## src/rtl/io_sel_ctrl.sv

```systemverilog
// rtl/io_sel_ctrl.sv - Wishbone-programmed shared-pin select with float/switch/settle sequencing.
// Optional build macro IO_SEL_LOCK_EN adds a write-once LOCK register.
module io_sel_ctrl #(
  parameter int                           NO_OF_SHARED_PINS = 13,
  parameter logic [NO_OF_SHARED_PINS-1:0] SEL_RESET         = '0,
  parameter logic [7:0]                   GUARD_RESET       = 8'd8,
  parameter logic [7:0]                   SETTLE_RESET      = 8'd4
) (
  input  logic                         clk,
  input  logic                         reset_n,
  input  logic                         wb_cyc_i,
  input  logic                         wb_stb_i,
  input  logic                         wb_we_i,
  input  logic [3:0]                   wb_adr_i,
  input  logic [31:0]                  wb_dat_i,
  input  logic [3:0]                   wb_sel_i,
  output logic [31:0]                  wb_dat_o,
  output logic                         wb_ack_o,
  output logic [NO_OF_SHARED_PINS-1:0] io_sel,
  output logic [NO_OF_SHARED_PINS-1:0] en_force,
  output logic                         busy
);
  localparam int N = NO_OF_SHARED_PINS;

  typedef enum logic [1:0] {IDLE, FLOAT, SWITCH, SETTLE} state_t;

  state_t       state_q, state_d;
  logic [N-1:0] io_sel_q, new_q, chg_q;
  logic [7:0]   g_q, s_q, s_lat_q, cnt_q;
  logic         ack_q, wr_err_q, lock_eff;
  logic [31:0]  dat_q, rd_data;
  logic [N-1:0] lane_mask, sel_wdata, chg;
  logic         wb_req, wr, sel_wr, guard_wr, stat_wr, lock_wr;
  logic         is_idle, sel_start, sel_err, guard_err, apply;
  logic         unused_bits;

  assign wb_req   = wb_cyc_i & wb_stb_i & ~ack_q;
  assign wr       = wb_req & wb_we_i;
  assign sel_wr   = wr & (wb_adr_i[3:2] == 2'd0);
  assign guard_wr = wr & (wb_adr_i[3:2] == 2'd1);
  assign stat_wr  = wr & (wb_adr_i[3:2] == 2'd2);
  assign lock_wr  = wr & (wb_adr_i[3:2] == 2'd3);
  assign is_idle  = (state_q == IDLE);

  // Unselected byte lanes keep the currently applied select bits.
  always_comb begin
    lane_mask = '0;
    for (int i = 0; i < N; i++) lane_mask[i] = (i < 8) ? wb_sel_i[0] : wb_sel_i[1];
  end
  assign sel_wdata = (wb_dat_i[N-1:0] & lane_mask) | (io_sel_q & ~lane_mask);
  assign chg       = sel_wdata ^ io_sel_q;

  assign sel_start = sel_wr & is_idle & ~lock_eff & (|chg);
  assign sel_err   = sel_wr & (~is_idle | lock_eff);
  assign guard_err = guard_wr & lock_eff;

`ifdef IO_SEL_LOCK_EN
  logic lock_pend_q, locked_q;

  // A lock requested mid-sequence only bites once the sequence returns to IDLE.
  always_ff @(posedge clk or negedge reset_n) begin
    if (!reset_n) begin
      lock_pend_q <= 1'b0;
      locked_q    <= 1'b0;
    end else begin
      if (lock_wr & wb_sel_i[0] & wb_dat_i[0]) lock_pend_q <= 1'b1;
      if (lock_pend_q & is_idle)               locked_q    <= 1'b1;
    end
  end
  assign lock_eff = locked_q | (lock_pend_q & is_idle);
  assign unused_bits = ^{wb_dat_i[31:16], wb_sel_i[3:2], wb_adr_i[1:0]};
`else
  assign lock_eff = 1'b0;
  assign unused_bits = ^{wb_dat_i[31:16], wb_sel_i[3:2], wb_adr_i[1:0], lock_wr};
`endif

  always_comb begin
    state_d = state_q;
    apply   = 1'b0;
    unique case (state_q)
      IDLE:   if (sel_start) state_d = FLOAT;
      FLOAT:  if (cnt_q == 8'd0) state_d = SWITCH;
      SWITCH: begin
        apply   = 1'b1;
        state_d = (s_lat_q == 8'd0) ? IDLE : SETTLE;
      end
      SETTLE: if (cnt_q == 8'd0) state_d = IDLE;
      default: state_d = IDLE;
    endcase
  end

  always_ff @(posedge clk or negedge reset_n) begin
    if (!reset_n) state_q <= IDLE;
    else          state_q <= state_d;
  end

  // One counter serves both FLOAT (max(G,1) cycles) and SETTLE (S cycles).
  always_ff @(posedge clk or negedge reset_n) begin
    if (!reset_n) begin
      cnt_q    <= '0;
      new_q    <= '0;
      chg_q    <= '0;
      s_lat_q  <= '0;
      io_sel_q <= SEL_RESET;
    end else begin
      if (sel_start) begin
        cnt_q   <= (g_q == 8'd0) ? 8'd0 : g_q - 8'd1;
        new_q   <= sel_wdata;
        chg_q   <= chg;
        s_lat_q <= s_q;
      end else if (state_q == SWITCH) begin
        cnt_q <= s_lat_q - 8'd1;
      end else if (cnt_q != 8'd0) begin
        cnt_q <= cnt_q - 8'd1;
      end
      if (apply) io_sel_q <= new_q;
    end
  end

  always_ff @(posedge clk or negedge reset_n) begin
    if (!reset_n) begin
      g_q      <= GUARD_RESET;
      s_q      <= SETTLE_RESET;
      wr_err_q <= 1'b0;
    end else begin
      if (guard_wr & ~lock_eff) begin
        if (wb_sel_i[0]) g_q <= wb_dat_i[7:0];
        if (wb_sel_i[1]) s_q <= wb_dat_i[15:8];
      end
      wr_err_q <= (wr_err_q & ~(stat_wr & wb_sel_i[0] & wb_dat_i[2])) | sel_err | guard_err;
    end
  end

  always_comb begin
    rd_data = '0;
    unique case (wb_adr_i[3:2])
      2'd0:    rd_data[N-1:0] = io_sel_q;
      2'd1:    rd_data[15:0]  = {s_q, g_q};
      2'd2:    rd_data[2:0]   = {wr_err_q, lock_eff, ~is_idle};
      default: rd_data        = '0;
    endcase
  end

  always_ff @(posedge clk or negedge reset_n) begin
    if (!reset_n) begin
      ack_q <= 1'b0;
      dat_q <= '0;
    end else begin
      ack_q <= wb_req;
      dat_q <= (wb_req & ~wb_we_i) ? rd_data : 32'd0;
    end
  end

  assign wb_ack_o = ack_q;
  assign wb_dat_o = dat_q;
  assign io_sel   = io_sel_q;
  assign busy     = ~is_idle;
  assign en_force = is_idle ? '0 : chg_q;
endmodule
```

## config.mk

```make
export PLATFORM = sky130hd
export DESIGN_NAME = io_sel_ctrl
export DESIGN_NICKNAME = d
export VERILOG_FILES = /design/src/rtl/io_sel_ctrl.sv
export SDC_FILE = /design/constraint.sdc
export NUM_CORES = 1
export LEC_CHECK = 0
export CORE_MARGIN = 2
export CORE_UTILIZATION = 51
export CTS_CLUSTER_SIZE = 20
export DETAILED_ROUTE_END_ITERATION = 8
export GPL_TIMING_DRIVEN = 0
export PLACE_DENSITY = 0.8
export SYNTH_ARGS = -nofsm -noshare
export SYNTH_HDL_FRONTEND = slang
export SYNTH_SLANG_ARGS = --single-unit
```

## constraint.sdc

```tcl
create_clock -name clk -period 2.8 [get_ports clk]
set_input_delay 0.7 -clock clk [delete_from_list [all_inputs] [get_ports clk]]
set_output_delay 0.7 -clock clk [all_outputs]
set_load 0.005 [all_outputs]
```

==> summary.md, run 1 <==
| Metric | Value |
|---|---|
| Status | finished, final reports clean |
| Clock transition at the registers of the reported paths | about 90 ps |
| Clock tree from TritonCTS | built |
| Initial antenna violation count | 0 |
| Clock tree root buffer cell | sky130_fd_sc_hd__clkbuf_8 |
| Element type at the critical path start | primary input |
| First-pass DRT Iterations | 4 |
| Final count of pins violating max slew | 0 |
| Setup repair after global routing missed its margin | false |
| Maximum vdd ir drop | between 0.2 and 0.25 mV |
| Boundary pin count | 105 |
| Cts-stage hold buffer count | 0 |
| Slowest cell on crit path | sky130_fd_sc_hd__clkdlybuf4s50_1 |
| Unique masters post-synth | 46 |
| Yosys Warn Count | 0 |
| Prevailing post-synth register cell | sky130_fd_sc_hd__dfrtp_1 |
| CP Buf/Inv Count | 3 |
| Kind of capture point of the worst setup path | flop |
| CP arrival | 2880 ps |
| First-pass GRT wire length | 17500 um |
| Final period demand of the worst path | between 2000 and 3000 ps |
| Row count | 35 |
| Number of nets with antenna violations after routing | 0 |
| Share of synthesized area occupied by flip-flops and latches | 0.481 |
| Maximum root-to-sink buffer count | 2 |
| Number of enable flip-flop cells after synthesis | 0 |
| Pin count of the biggest net entering global routing | 59 |
| Clock H-tree levels | 3 |
| Global-route usage over all layers | 0.227 |
| Insertion delay to the later sink of the worst-skew pair | 370 ps |
| Vias per cell | between 5 and 6 |
| Critical Setup Path Class | in2reg |
| Remaining global-route overflow | 0 |
| CTS Sinks | 91 |
| Floorplan Core Area | 0.00911 sq mm |
| Fraction of registers with async set or reset after synthesis | 1.00 |
| Mapped Avg Cell Area | 11.2 sq um |
| Drt total wl | 10800 um |
| Vertical die dimension | 100 um |
| Iter 0 DRT Violations | 177 |
| Worst Max-Slew Pin Slew | 831 ps |
| Top cells by area in the synthesized netlist | sky130_fd_sc_hd__dfrtp_1 (47%), sky130_fd_sc_hd__mux2_2 (8.3%), sky130_fd_sc_hd__mux2_4 (7.6%) |
| Slew margin rel. | 0.446 |
| Post-synthesis instance area | between 0.004 and 0.005 sq mm |
| Vias after detailed routing | approximately 3.4k |
| Highest-count cells in the layout ignoring fill and taps | sky130_fd_sc_hd__dfrtp_1 (89), sky130_fd_sc_hd__clkdlybuf4s50_1 (64), sky130_fd_sc_hd__nand2_1 (57) |
| Clock skew after layout | about 16 ps |
| Post-Layout Cell Count | 632 |
| Filler cell count | 729 |
| Detailed Place HPWL | 7920 um |
| Vias in the first global route | 3443 |
| Max stage delay on crit path | 460 ps |
| Number of nets in the layout | 564 |
| Highest clock rate | 381 MHz |
| DP Cell Count | 616 |
| Peak fanout along the critical path | 10 |
| Library cell with the largest summed area after synthesis | sky130_fd_sc_hd__dfrtp_1 |
| Worst path cell trace | clkdlybuf4s50_1, xor2_1, o41ai_2, nand4_1, o21a_1, buf_6, buf_8, mux2_4 |
| Total power density per cell area | 449 mW/mm^2 |
| Synthesis-to-finish area growth | 22.2% |
| Average routed wire per standard cell | 17.1 um |
| PostCTS Resize Cnt | 2 |
| Gate count of the mapped netlist | between 400 and 500 |
| Final period util | 0.937 |
| Final count of negative-setup-slack endpoints | 0 |
| Max-cap violation count | 0 |
| Diode count | 0 |
| Ratio of cells with drive above 1 in the final layout | 0.211 |
| DIE AREA | 0.0101 sq mm |
| Die width | 100 um |
| Setup bufs post-CTS | 0 |
| Final Hold Vio Count | 0 |
| Number of buffers created by CTS | 9 |
| Static power due to leakage | 0.00274 uW |
| Area fraction of the dominant cell type after synthesis | 0.470 |
| Leading cell type in the layout, fill and taps excluded | sky130_fd_sc_hd__dfrtp_1 |
| Post-detailed-route DRC marker count | 0 |
| Type of the worst min-delay path | in2async |
| Setup slack of the worst register-to-register path | about 460 ps |
| Req. time, crit path | 3050 ps |
| Final core utilization | 0.636 |
| Dominant delay contributor by cell family on the critical path | buffers and inverters |
| Final weighted congestion in routability-driven placement | 0.948 |
| Initial Util | 0.520 |
| Number of buffers added on ports | 65 |
| Post-Route Setup TNS | 0 ps |
| Flip-flop and latch count after synthesis | 91 |
-- cell usage after synthesis, types with 3 or more instances --
cell type / n
sky130_fd_sc_hd__xnor2_1: 9
sky130_fd_sc_hd__a21oi_1: 9
sky130_fd_sc_hd__nand2_1: 57
sky130_fd_sc_hd__o21ai_0: 6
sky130_fd_sc_hd__inv_1: 17
sky130_fd_sc_hd__buf_4: 16
sky130_fd_sc_hd__xor2_1: 11
sky130_fd_sc_hd__buf_6: 3
sky130_fd_sc_hd__nor3_1: 10
sky130_fd_sc_hd__mux2_4: 24
sky130_fd_sc_hd__clkbuf_1: 10
sky130_fd_sc_hd__nor2b_1: 10
sky130_fd_sc_hd__mux2i_1: 32
sky130_fd_sc_hd__dfrtp_1: 89
sky130_fd_sc_hd__and2_1: 3
sky130_fd_sc_hd__nor2_1: 32
sky130_fd_sc_hd__mux2_2: 35
sky130_fd_sc_hd__o31ai_1: 5
sky130_fd_sc_hd__o211ai_1: 5
sky130_fd_sc_hd__ha_1: 3
sky130_fd_sc_hd__nand3b_1: 3
sky130_fd_sc_hd__buf_8: 3
-- through the flow --
| stage | setup WS, ps | power [uW] | cell area (sq um) | hold WS [ps] |
|---|---|---|---|---|
| after global placement | -2220 | 1790 | 5580 | 444 |
| after global routing | 98.5 | 2720 | 5790 | 305 |
| after floorplan | 508 | 1670 | 4790 | 404 |
| after detailed placement | -277 | 1810 | 5610 | 464 |
| final | 175 | 2600 | 5790 | 287 |
| after CTS | 83.5 | 2610 | 5780 | 291 |
-- path summary, 6_finish.rpt --
path	from	depth (start not counted)	to
min reg2reg	new_q[12]	2	io_sel[12]
max reg2reg	state_q[0]	8	cnt_q[6]
min	reset_n	1	io_sel[1]
max	wb_dat_i[11]	8	new_q[7]
max in group asynchronous	reset_n	2	s_q[2]
min in group clk	new_q[12]	2	io_sel[12]
-- report_power, final --
part           switching, uW  total (uW)  internal, uW
logic                    177         363           186
registers               60.4        1430          1370
clock network            486         809           323
total                    724        2600          1880
-- state kept, by name, summed over array words and instances (netlist names) --
name,count
s_q,8
s_lat_q,8
chg_q,13
cnt_q,8
state_q,2
io_sel,13
wr_err_q,1
g_q,8
wb_ack_o,1
new_q,13
wb_dat_o,16
-- kinds of logic after synthesis --
| logic type | count (synthesis) | share of synthesized area |
|---|---|---|
| and+or+nand+nor | 133 | 0.133 |
| adders and majority gates | 3 | 0.00792 |
| xor gates and xnor gates | 20 | 0.0370 |
| DFF | 91 | 0.481 |
| buffers and inverters | 52 | 0.0663 |
| AOI/OAI and AO/OA | 33 | 0.0467 |
| muxes | 91 | 0.227 |
| other | 1 | 0.000791 |
-- per-layer routing --
layer / track usage / up-vias / routed length (um)
li1: - / 1594 / -
met1: 0.311 / 1676 / 4810
met2: 0.365 / 86 / 5360
met3: 0.0467 / 15 / 478
met4: 0.0717 / 0 / 157
met5: 0 / - / 0
-- area by class of cell --
cell class                 count  area [sq um]  area share
buffer                        35           251      0.0434
clock buffer                  10           128      0.0220
clock inverter                 6          41.3     0.00713
inverter                      17          63.8      0.0110
multi-input combinational    296          2210       0.382
sequential                    91          2280       0.394
tap                          111           139      0.0240
timing repair buffer          66           676       0.117
No activity file was read; power rests on OpenSTA's default activity.
==> run 2: changes to the inputs <==
- CORE_UTILIZATION: 51 -> 64
- DONT_BUFFER_PORTS: not set -> 1
- PLACE_DENSITY: 0.8 -> 0.79
- RECOVER_POWER: not set -> 25
==> run 2 against run 1 <==
Against the previous run: routed wire length decreased by 6.0%; via count decreased by 6.4%; core utilization increased by 7.8 points; cell area decreased by 11%; flip-flop and latch count unchanged; total power increased by 4.0%; global-route usage increased by 3.7 points; sequential power about the same; largest cell class unchanged; largest power group unchanged.
==> summary.md, run 2 (synthesis results as in run 1) <==
| Metric | Value |
|---|---|
| Status | finished, final reports clean |
| Part of the power in combinational logic | 0.107 |
| Global-route usage over all layers | 0.264 |
| Setup repair after global routing missed its margin | false |
| Vias in the first global route | 3273 |
| Final period demand of the worst path | 2630 ps |
| Switching Share | 0.242 |
| Final Hold Vio Count | 0 |
| Max-cap violation count | 0 |
| Iter 0 DRT Violations | 227 |
| Row count | 31 |
| Vertical die dimension | 90.0 um |
| Highest-count cells in the layout ignoring fill and taps | sky130_fd_sc_hd__dfrtp_1 (89), sky130_fd_sc_hd__nand2_1 (57), sky130_fd_sc_hd__mux2_2 (35) |
| Insertion delay to the later sink of the worst-skew pair | 360 ps |
| Area of the multi-input gates | 0.00220 sq mm |
| Vias after detailed routing | roughly 3.2k |
| Final period util | 0.939 |
| Peak fanout along the critical path | 10 |
| PostCTS Resize Cnt | 0 |
| Maximum vdd ir drop | 0.363 mV |
| Flip-flop count of the largest register, all copies and words added | 16 |
| Internal power of the cells | 2050 uW |
| Pin count of the biggest net entering global routing | 92 |
| Share of power burned in registers | 0.528 |
| Critical Setup Path Class | reg2reg |
| Vias per cell | 5.69 |
| Clock tree from TritonCTS | built |
| Number of buffers added on ports | 0 |
| Cts-stage hold buffer count | 0 |
| Clock tree root buffer cell | sky130_fd_sc_hd__clkbuf_8 |
| Min setup slack post-route | approximately 170 ps |
| Worst path cell trace | nor2_1, inv_1, nor3_1, o21a_1, buf_6, buf_6, mux2_4 |
| Element type at the critical path start | flop |
| Reg-to-Reg Start | state_q[1] |
| Clock H-tree levels | 3 |
| CP arrival | 2870 ps |
| Number of nets in the layout | 499 |
| Final weighted congestion in routability-driven placement | 0.872 |
| Number of buffers created by CTS | 9 |
| Initial Util | 0.657 |
| Filler cell count | 554 |
| Type of the worst min-delay path | in2async |
| Synthesis-to-finish area growth | 8.63% |
| Post-detailed-route DRC marker count | 0 |
| Clock share of power | 0.364 |
| Ratio of cells with drive above 1 in the final layout | 0.228 |
| Floorplan Core Area | between 0.007 and 0.008 sq mm |
| CP Buf/Inv Count | 3 |
| Number of nets with antenna violations after routing | 0 |
| Most frequent CP cell | sky130_fd_sc_hd__buf_6 |
| Final count of pins violating max slew | 0 |
| Req. time, crit path | between 3000 and 4000 ps |
| CTS Sinks | 91 |
| Worst Max-Slew Pin Slew | roughly 830 ps |
| Clock transition at the registers of the reported paths | ~90 ps |
| Clock skew after layout | about 12 ps |
| Remaining global-route overflow | 0 |
| Final count of negative-setup-slack endpoints | 0 |
| Boundary pin count | approximately 110 |
| Slew margin rel. | 0.445 |
| Critical path startpoint | state_q[1] |
| Dominant delay contributor by cell family on the critical path | simple AND/OR/NAND/NOR gates |
| Setup slack after placement | approximately 170 ps |
| Kind of capture point of the worst setup path | flop |
| Average routed wire per standard cell | 18.3 um |
| Max stage delay on crit path | ~560 ps |
| Post-Route Setup TNS | 0 ps |
| Tightest hold margin | about 25 ps |
| Slowest cell on crit path | sky130_fd_sc_hd__nor3_1 |
| Maximum root-to-sink buffer count | 2 |
| First-pass DRT Iterations | 4 |
| Highest clock rate | 381 MHz |
| Total power density per cell area | 526 mW/mm^2 |
| Die width | 90.0 um |
| Static power due to leakage | 0.00252 uW |
| Initial antenna violation count | 0 |
| Setup bufs post-CTS | 0 |
| First-pass GRT wire length | 16600 um |
| P_sw | 655 uW |
| Leading cell type in the layout, fill and taps excluded | sky130_fd_sc_hd__dfrtp_1 |
| FF+latch area | between 0.002 and 0.0025 sq mm |
| Detailed Place HPWL | approximately 7000 um |
| Diode count | 0 |
| Drt total wl | 10200 um |
| DIE AREA | 0.00811 sq mm |
-- run 2: changes by cell type in the layout (fill, tap and decap cells not counted), sizes merged --
cell,before,now
buf,27,25
bufinv,0,2
clkbuf,20,22
clkdlybuf4s50,64,0
clkinv,2,1
clkinvlp,3,0
dlygate4sd3,0,1
-- run 2: power by group through the flow --
| stage | logic (uW) | clock network (uW) | registers (uW) |
|---|---|---|---|
| global route | 319 | 1050 | 1440 |
| global placement | 267 | 0 | 1450 |
| floorplan | 236 | 0 | 1430 |
| detailed placement | 278 | 0 | 1450 |
| finish | 290 | 985 | 1430 |
| CTS | 283 | 996 | 1430 |
-- run 2: final cells by class --
cell class,instances,area share
Sequential cell,91,0.443
Multi-Input combinational cell,296,0.428
Buffer,35,0.0486
Clock buffer,12,0.0282
Tap cell,99,0.0241
Clock inverter,4,0.0143
Inverter,17,0.0124
Timing Repair Buffer,1,0.00194
-- run 2: worst paths after layout --
check,slack (ps),end,cells after the start
worst max register to register,170,new_q[9],7
worst max-delay path,170,new_q[9],7
min in group clk,400,wb_dat_o[2],1
max in group asynchronous,1740,chg_q[4],1
worst min register to register,470,io_sel[7],2
worst min-delay path,20,new_q[1],0
-- run 2: layer usage --
layer | vias to the layer above | track usage | wire [um]
met5 | - | 0 | 0
met4 | 0 | 0.0833 | 189
met3 | 14 | 0.0578 | 465
met2 | 88 | 0.455 | 5140
met1 | 1594 | 0.333 | 4370
li1 | 1460 | - | -
-- run 2: metrics by stage --
step | cell area, sq um | utilization | instances | total power [uW]
finish | 5150 | 0.713 | 555 | 2710
global route | 5150 | 0.713 | 555 | 2810
CTS | 5140 | 0.712 | 554 | 2710
detailed placement | 4920 | 0.682 | 538 | 1730
global placement | 4920 | 0.682 | 538 | 1720
floorplan | 4790 | - | 439 | 1670
==> run 3: changes to the inputs <==
- CORE_UTILIZATION: 64 -> 66
- CTS_BUF_LIST: not set -> sky130_fd_sc_hd__clkbuf_8
- PLACE_DENSITY: 0.79 -> 0.81
==> run 3 against run 2 <==
Against the previous run: register-to-register slack improved by 70 ps; flip-flop and latch count unchanged; fmax increased by 0.71%; combinational power decreased by 3%; sequential power about the same; core utilization increased by 3.5 points; via count decreased by 0.19%; first-iteration DRC count increased by 4.4%; critical endpoint is now en_force[11]; largest cell class unchanged; largest power group unchanged; highest routed layer unchanged.
==> summary.md, run 3 (synthesis results as in run 1) <==
| Metric | Value |
|---|---|
| Post-Route Setup TNS | 0 ps |
| Status | finished, final reports clean |
| Average routed wire per standard cell | 18.0 um |
| CTS Sinks | 91 |
| Number of buffers created by CTS | 9 |
| Global-route usage over all layers | 0.275 |
| Boundary pin count | 105 |
| Min setup slack post-route | 191 ps |
| Vertical die dimension | 88.7 um |
| Element type at the critical path start | flop |
| Row count | 30 |
| Clock tree root buffer cell | sky130_fd_sc_hd__clkbuf_8 |
| Pin count of the biggest net entering global routing | 92 |
| Setup slack after placement | 50.1 ps |
| Cts-stage hold buffer count | 0 |
| Final Hold Vio Count | 0 |
| DIE AREA | 0.00787 sq mm |
| Setup repair after global routing missed its margin | false |
| Final count of negative-setup-slack endpoints | 0 |
| Drt total wl | 9910 um |
| Clock tree from TritonCTS | built |
| Number of nets in the layout | around 500 |
| Synthesis-to-finish area growth | 8.45% |
| Number of nets with antenna violations after routing | 0 |
| Highest-count cells in the layout ignoring fill and taps | sky130_fd_sc_hd__dfrtp_1 (89), sky130_fd_sc_hd__nand2_1 (57), sky130_fd_sc_hd__mux2_2 (35) |
| Final period demand of the worst path | roughly 2600 ps |
| Detailed Place HPWL | 7100 um |
| First-pass GRT wire length | approximately 16000 um |
| Final count of pins violating max slew | 0 |
| Vias in the first global route | 3159 |
| Number of buffers added on ports | 0 |
| Remaining global-route overflow | 0 |
| First-pass DRT Iterations | 4 |
| Leading cell type in the layout, fill and taps excluded | sky130_fd_sc_hd__dfrtp_1 |
| Clock H-tree levels | 3 |
| Max-cap violation count | 0 |
| Initial antenna violation count | 0 |
| Final weighted congestion in routability-driven placement | 0.901 |
| Critical Setup Path Class | reg2out |
| Vias per cell | 5.72 |
| Maximum vdd ir drop | 0.310 mV |
| Iter 0 DRT Violations | 237 |
| Maximum root-to-sink buffer count | 2 |
| Diode count | 0 |
| Vias after detailed routing | 3150 |
| Ratio of cells with drive above 1 in the final layout | 0.231 |
| Insertion delay to the later sink of the worst-skew pair | 350 ps |
| Floorplan Core Area | approximately 0.0069 sq mm |
| Flip-flop count of the largest register, all copies and words added | 16 |
| Initial Util | 0.690 |
| Static power due to leakage | around 0.0025 uW |
| Highest clock rate | between 300 and 400 MHz |
| Kind of capture point of the worst setup path | primary output |
| CP arrival | 1910 ps |
| Peak fanout along the critical path | 10 |
| Post-detailed-route DRC marker count | 0 |
| Final period util | 0.932 |
| Worst Max-Slew Pin Slew | 800 ps |
| Slew margin rel. | 0.467 |
| Req. time, crit path | 2100 ps |
| Clock transition at the registers of the reported paths | roughly 90 ps |
| Total power density per cell area | approximately 520 mW/mm^2 |
| Type of the worst min-delay path | in2async |
| Die width | just under 90 um |
| Filler cell count | 490 |
| Cells on worst reg2reg path | 7 |
| Final core utilization | 0.748 |
| Clock skew after layout | around 14 ps |
==> run 3: cell types whose count changed in the layout (fill, tap and decap cells not counted), sizes merged <==
cell	change
clkbuf	-2
clkinv	+1
dlygate4sd3	-1
inv	+1
==> run 3: through the flow <==
stage / cells / cell area, sq um / hold WS (ps) / total power (uW)
2_1_floorplan: 439 / 4790 / 404 / 1670
3_3_place_gp: 535 / 4910 / 406 / 1720
3_5_place_dp: 535 / 4910 / 406 / 1730
4_1_cts: 551 / 5130 / 16.7 / 2690
5_1_grt: 551 / 5140 / 10.3 / 2780
6_report: 551 / 5140 / 28.4 / 2670
==> run 3: where the power goes <==
| part | total (uW) | switching, uW | leakage [uW] | internal, uW |
|---|---|---|---|---|
| sequential | 1430 | 57.8 | 0.00117 | 1370 |
| clock | 967 | 446 | 0.000119 | 521 |
| combinational | 280 | 132 | 0.00123 | 149 |
==> run 3: worst paths after layout <==
| path | startpoint | endpoint | slack, ps |
|---|---|---|---|
| setup / recovery | state_q[1] | en_force[11] | 190 |
| hold / removal | reset_n | io_sel[6] | 30 |
| setup reg to reg | state_q[1] | new_q[5] | 240 |
| hold reg to reg | new_q[8] | io_sel[8] | 470 |
| max in group asynchronous | reset_n | s_q[2] | 2560 |
| min in group clk | wb_we_i | wb_dat_o[0] | 410 |
==> run 3: repair_timing <==
item,CTS,global route
endpoints found under the setup margin,0,24
setup buffers,0,0
resized for setup,0,1
==> run 3: routing by layer <==
layer	vias up	routed length [um]	track usage
li1	1463	-	-
met1	1585	4460	0.379
met2	89	4840	0.443
met3	13	502	0.0634
met4	0	106	0.0744
met5	-	0	0
==> run 3: cell type report <==
cell class	instances	area, sq um	area share
clock inverters	6	81.3	0.0158
inverters	17	63.8	0.0124
multi-input cells	296	2210	0.429
well taps	96	120	0.0234
plain buffers	35	250	0.0487
flip-flops and latches	91	2280	0.444
clock buffers	10	138	0.0268
==> run 3: worst max-delay path, stage by stage (launching register included) <==
cell,delay [ps]
sky130_fd_sc_hd__dfrtp_1,440
sky130_fd_sc_hd__nor2_1,540
sky130_fd_sc_hd__clkbuf_1,430
sky130_fd_sc_hd__nor2_1,140
